==> src/rtl/cpu_output_capture.sv <==
// Change-triggered capture of the CPU output bus into a timestamped, drainable FIFO.
// Define CPU_CAPTURE_ALL_EN to record every enabled cycle instead of only value changes.
module cpu_output_capture #(
    parameter int DATA_W = 4,
    parameter int DEPTH  = 8,
    parameter int TS_W   = 8
) (
    input  logic                       clk,
    input  logic                       reset,
    input  logic [DATA_W-1:0]          cpu_data,
    input  logic                       cap_en,
    input  logic                       clr_ovf,
    output logic                       rd_valid,
    output logic [TS_W+DATA_W-1:0]     rd_data,
    input  logic                       rd_ready,
    output logic [$clog2(DEPTH):0]     count,
    output logic                       overflow,
    output logic [7:0]                 drop_count
);

    localparam int AW = $clog2(DEPTH);
    localparam int CW = AW + 1;
    localparam int RW = TS_W + DATA_W;

    typedef enum logic {IDLE, TRACK} state_e;

    state_e            state_q, state_d;
    logic [TS_W-1:0]   ts_q, ts_d;
    logic [DATA_W-1:0] last_q, last_d;
    logic [AW-1:0]     wr_ptr_q, wr_ptr_d;
    logic [AW-1:0]     rd_ptr_q, rd_ptr_d;
    logic [CW-1:0]     count_q, count_d;
    logic              overflow_q, overflow_d;
    logic [7:0]        drop_q, drop_d;
    logic [RW-1:0]     mem_q [DEPTH];

    logic attempt, full, pop, push, drop;

    always_comb begin
        state_d = state_q;
        attempt = 1'b0;
        case (state_q)
            IDLE: begin
                if (cap_en) begin
                    attempt = 1'b1;
                    state_d = TRACK;
                end
            end
            TRACK: begin
                if (!cap_en) begin
                    state_d = IDLE;
                end else begin
`ifdef CPU_CAPTURE_ALL_EN
                    attempt = 1'b1;
`else
                    attempt = (cpu_data != last_q);
`endif
                end
            end
            default: state_d = IDLE;
        endcase
    end

    // A pop at the same edge frees the slot, so a full FIFO can still accept a push.
    assign full = (count_q == CW'(DEPTH));
    assign pop  = (count_q != '0) && rd_ready;
    assign push = attempt && (!full || pop);
    assign drop = attempt && full && !pop;

    always_comb begin
        ts_d       = ts_q + TS_W'(1);
        last_d     = attempt ? cpu_data : last_q;
        wr_ptr_d   = push ? wr_ptr_q + AW'(1) : wr_ptr_q;
        rd_ptr_d   = pop  ? rd_ptr_q + AW'(1) : rd_ptr_q;
        count_d    = count_q;
        overflow_d = overflow_q;
        drop_d     = drop_q;
        case ({push, pop})
            2'b10:   count_d = count_q + CW'(1);
            2'b01:   count_d = count_q - CW'(1);
            default: count_d = count_q;
        endcase
        if (clr_ovf) begin
            overflow_d = 1'b0;
            drop_d     = '0;
        end
        if (drop) begin
            overflow_d = 1'b1;
            drop_d     = clr_ovf ? 8'd1 : ((drop_q == 8'hFF) ? drop_q : drop_q + 8'd1);
        end
    end

    always_ff @(posedge clk) begin
        if (!reset) begin
            state_q    <= IDLE;
            ts_q       <= '0;
            last_q     <= '0;
            wr_ptr_q   <= '0;
            rd_ptr_q   <= '0;
            count_q    <= '0;
            overflow_q <= 1'b0;
            drop_q     <= '0;
        end else begin
            state_q    <= state_d;
            ts_q       <= ts_d;
            last_q     <= last_d;
            wr_ptr_q   <= wr_ptr_d;
            rd_ptr_q   <= rd_ptr_d;
            count_q    <= count_d;
            overflow_q <= overflow_d;
            drop_q     <= drop_d;
        end
    end

    // NOTE: storage is not reset; emptying the pointers/count flushes it and rd_data is masked when empty.
    always_ff @(posedge clk) begin
        if (reset && push) begin
            mem_q[wr_ptr_q] <= {ts_q, cpu_data};
        end
    end

    assign rd_valid   = (count_q != '0);
    assign rd_data    = rd_valid ? mem_q[rd_ptr_q] : '0;
    assign count      = count_q;
    assign overflow   = overflow_q;
    assign drop_count = drop_q;

endmodule
==> config.mk <==
export PLATFORM = sky130hd
export DESIGN_NAME = cpu_output_capture
export DESIGN_NICKNAME = d
export VERILOG_FILES = /design/src/rtl/cpu_output_capture.sv
export SDC_FILE = /design/constraint.sdc
export NUM_CORES = 1
export LEC_CHECK = 0
export CAP_MARGIN = 40
export CORE_MARGIN = 10
export CORE_UTILIZATION = 50
export CTS_BUF_LIST = sky130_fd_sc_hd__clkbuf_4
export DETAILED_ROUTE_END_ITERATION = 8
export DONT_BUFFER_PORTS = 1
export PLACE_DENSITY = 0.66
export RECOVER_POWER = 50
export REMOVE_ABC_BUFFERS = 1
export SYNTH_ARGS = -nofsm -noshare
export SYNTH_HDL_FRONTEND = slang
export SYNTH_SLANG_ARGS = --single-unit
export TNS_END_PERCENT = 1
==> constraint.sdc <==
create_clock -name clk -period 2.4 [get_ports clk]
set_input_delay 0.36 -clock clk [delete_from_list [all_inputs] [get_ports clk]]
set_output_delay 0.36 -clock clk [all_outputs]
set_load 0.02 [all_outputs]
==> qor.csv <==
stage,metric,value,unit
drt,viasPerCell,5.66,
floorplanning,fp.coreArea,0.0105,mm2
synth,synth_cell_types,50,
synth,yosysTopAreaCellShare,53.1,%
synth,syn_area_per_cell,15.6,um2
drt,ant_nets,0,
critical_path,path_cells,buf_12 -> mux4_2 -> mux2i_1 -> nor2_1,
grt,grt_usage,14.2,%
grt,grt_pass1_wl,17000,um
floorplanning,fp-row-count,37,
grt,grt_pass1_vias,3138,
grt,overflow,0,
hold_path,holdCritPathClass,primary input to flip-flop,
synth,async_reset_ff_share,0,%
sta,hold_slack,99.0,ps
clock_tree,clkSlewWorstSetupHoldPaths,110,ps
clock_tree,clock-sinks,131,
floorplanning,dieWidth,124,um
layout,diodes,0,
clock_tree,clock_latency,510,ps
floorplanning,initial_core_util,51.9,%
synth,synth_cells,347,
synth,ys_seq_area_share,66.0,%
critical_path,required,2040,ps
floorplanning,die_area,0.0154,mm2
sta,fin_worst_skew,14.5,ps
grt,grt_max_degree,28,
critical_path,path_buf_inv,1,
clock_tree,cts_tree,yes,
sta,period_share,95.9,%
layout,stdcell_count,535,
clock_tree,clock_path_buffers,2,
place,dp_cells,494,
power,leakagePower,2.08,nW
drt,firstDrtPassIters,4,
sta,fin_crit,2300,ps
synth,yosys-top-cells-area,"edfxtp_1, dfxtp_1, mux4_2",
synth,synth-edff-count,96,
critical_path,critPathTopFamily,multiplexers,
floorplanning,die_y,124,um
layout,n_fill_cell,847,
power,p_per_area,909,mW/mm2
flow_run,drv_cap,0,
critical_path,slowest_stage,mux4_2,
synth,ys.flop_type,edfxtp_1,
synth,syn_area,0.00543,mm2
place,numPortBuffers,0,
sta,max_slew_margin,45.1,%
clock_tree,htree_num_levels,4,
critical_path,end_kind,output pin,
synth,ys_ff_latch,131,
power,peakVddDrop,464,uV
sta,clock.fmax,0.435,GHz
sta,setup_tns,0,ps
drt,drt_wl_total,10600,um
synth,yosysTopAreaCell,edfxtp_1,
place,detailed_place_hpwl,6710,um
sta,rsz0062_at_grt,true,
sta,slew_viol_final,0,
critical_path,crit_arrival,1940,ps
layout,fin_nets,402,
sta,worst_pin_slew,821,ps
floorplanning,num_io_pins,35,
drt,drc,0,
layout,fin_util,59.4,%
clock_tree,cts-root-buf,clkbuf_4,
synth,yosys_warnings,0,
critical_path,worst_setup_path_start_kind,flip-flop,
grt,antenna_found_initial,0,
run_status,outcome,"complete, no violations",
sta,setup_viol,0,
layout,drive_gt1_share,26.1,%
critical_path,cp_max_fo,12,
sta,hold_viol_final,0,
drt,wl_per_cell,19.8,um
drt,first_iter_violations,159,
layout,syn_to_final_growth,14.5,%
place,place.gp.congestion,0.765,
critical_path,path_class,flip-flop to output pin,
drt,vias,3029,
clock_tree,cts_buffers,17,
critical_path,crit_path_max_incr_delay,520,ps
clock_tree,cts_setup_buffers,0,
==> metal layers <==
metal | GRT usage [%] | vias to the layer above | wire length (um)
li1 | - | 1426 | -
met1 | 16.7 | 1520 | 4510
met2 | 22.7 | 75 | 5390
met3 | 5.61 | 8 | 586
met4 | 5.86 | 0 | 119
met5 | 0 | - | 0
==> report_power, final <==
part	switching [mW]	total [mW]	internal (mW)
Combinational	0.829	1.47	0.637
Sequential	0.0858	2.60	2.52
Clock	0.750	1.58	0.832
Total	1.66	5.65	3.99
==> final cells by class <==
type / instances / area [um2] / share of cell area (%)
Tap cell: 136 / 170 / 2.74
Clock buffer: 19 / 143 / 2.30
Sequential cell: 131 / 3590 / 57.7
Clock inverter: 13 / 165 / 2.66
Multi-Input combinational cell: 193 / 1810 / 29.2
Inverter: 9 / 33.8 / 0.544
Timing Repair Buffer: 34 / 300 / 4.83
==> sequential cells by signal, summed over array words and instances, names as in the netlist, named ones only <==
| name | count |
|---|---|
| rd_ptr_q | 3 |
| wr_ptr_q | 3 |
| ts_q | 8 |
| state_q | 1 |
| drop_count | 8 |
| overflow | 1 |
| count | 4 |
| last_q | 4 |
| mem_q | 96 |
==> repair_timing <==
item / in CTS / in global routing
gates cloned: 1 / 0
hold buffers: 8 / 0
setup endpoints to repair: 2 / 9
gates resized for setup: 4 / 6
hold endpoints to repair: 60 / 0
==> stage by stage <==
step | instance area (um2) | total power, mW | worst slack [ps]
after CTS | 6200 | 5.71 | 24.5
after floorplan | 5370 | 3.62 | -316
after detailed placement | 5780 | 4.04 | 76.7
final | 6210 | 5.65 | 99.6
after global placement | 5780 | 4.01 | 190
after global routing | 6210 | 5.94 | -36.1
==> logic make-up (layout without fill, tap and decap cells) <==
kind of cell    Yosys count  in the layout  synth area share [%]
mux                      41             41                  13.1
xor+xnor                 13             13                  2.10
flops                   131            131                  66.0
fa+ha+maj                 7              7                  1.75
compound gates           39             39                  5.95
simple gates             93             93                  9.45
buf+inv                  23             75                  1.66
==> path summary, 6_finish.rpt <==
path,slack [ps],endpoint,from,cells past startpoint
max,100,rd_data[0],flip-flop,4
min,100,drop_count[0],clr_ovf,2
min reg2reg,510,rd_ptr_q[1],rd_ptr_q[1],2
max reg2reg,160,count[3],count[1],9
==> worst reg2reg max path: stages, from the launching register on <==
cell and delay, ps:
dfxtp_1 360, or3_4 410, o21ai_0 230, o22ai_1 140
buf_4 190, ha_1 320, a21oi_2 210, nor3b_1 80
mux2i_1 130, o211ai_1 90
==> layout by cell type (no fill, tap or decap), types with 3 or more instances in the layout <==
master | netlist | routed
buf_4 | 0 | 22
clkbuf_4 | 0 | 19
clkinv_2 | 0 | 6
a31o_2 | 3 | 3
and3_1 | 6 | 6
and2_0 | 0 | 5
dfxtp_1 | 35 | 34
ha_1 | 6 | 6
nor2_1 | 20 | 15
nor4_2 | 0 | 3
nand2_1 | 14 | 14
mux4_2 | 24 | 24
dlygate4sd3_1 | 0 | 8
bufinv_16 | 0 | 4
mux2i_1 | 17 | 16
edfxtp_1 | 96 | 96
and2_1 | 11 | 6
nand3_1 | 11 | 11
nor3_2 | 0 | 4
or4_1 | 3 | 3
xor2_1 | 4 | 4
xnor2_1 | 9 | 9
nor2b_1 | 7 | 7
nor2_2 | 0 | 5
o21ai_0 | 5 | 5
o211ai_1 | 3 | 3
a21oi_1 | 8 | 7
nand2b_1 | 3 | 3
inv_1 | 9 | 9
==> cells in the mapped netlist, types with 4 or more instances <==
master	number
clkbuf_1	8
nor2b_1	7
xor2_1	4
xnor2_1	9
o21ai_0	5
edfxtp_1	96
a21oi_1	8
nor3_1	5
mux4_2	24
ha_1	6
inv_1	9
dfxtp_1	35
nor2_1	20
mux2i_1	17
nand2_1	14
and3_1	6
and2_1	11
nand3_1	11
Note: power is estimated with default switching activity, not from simulation.
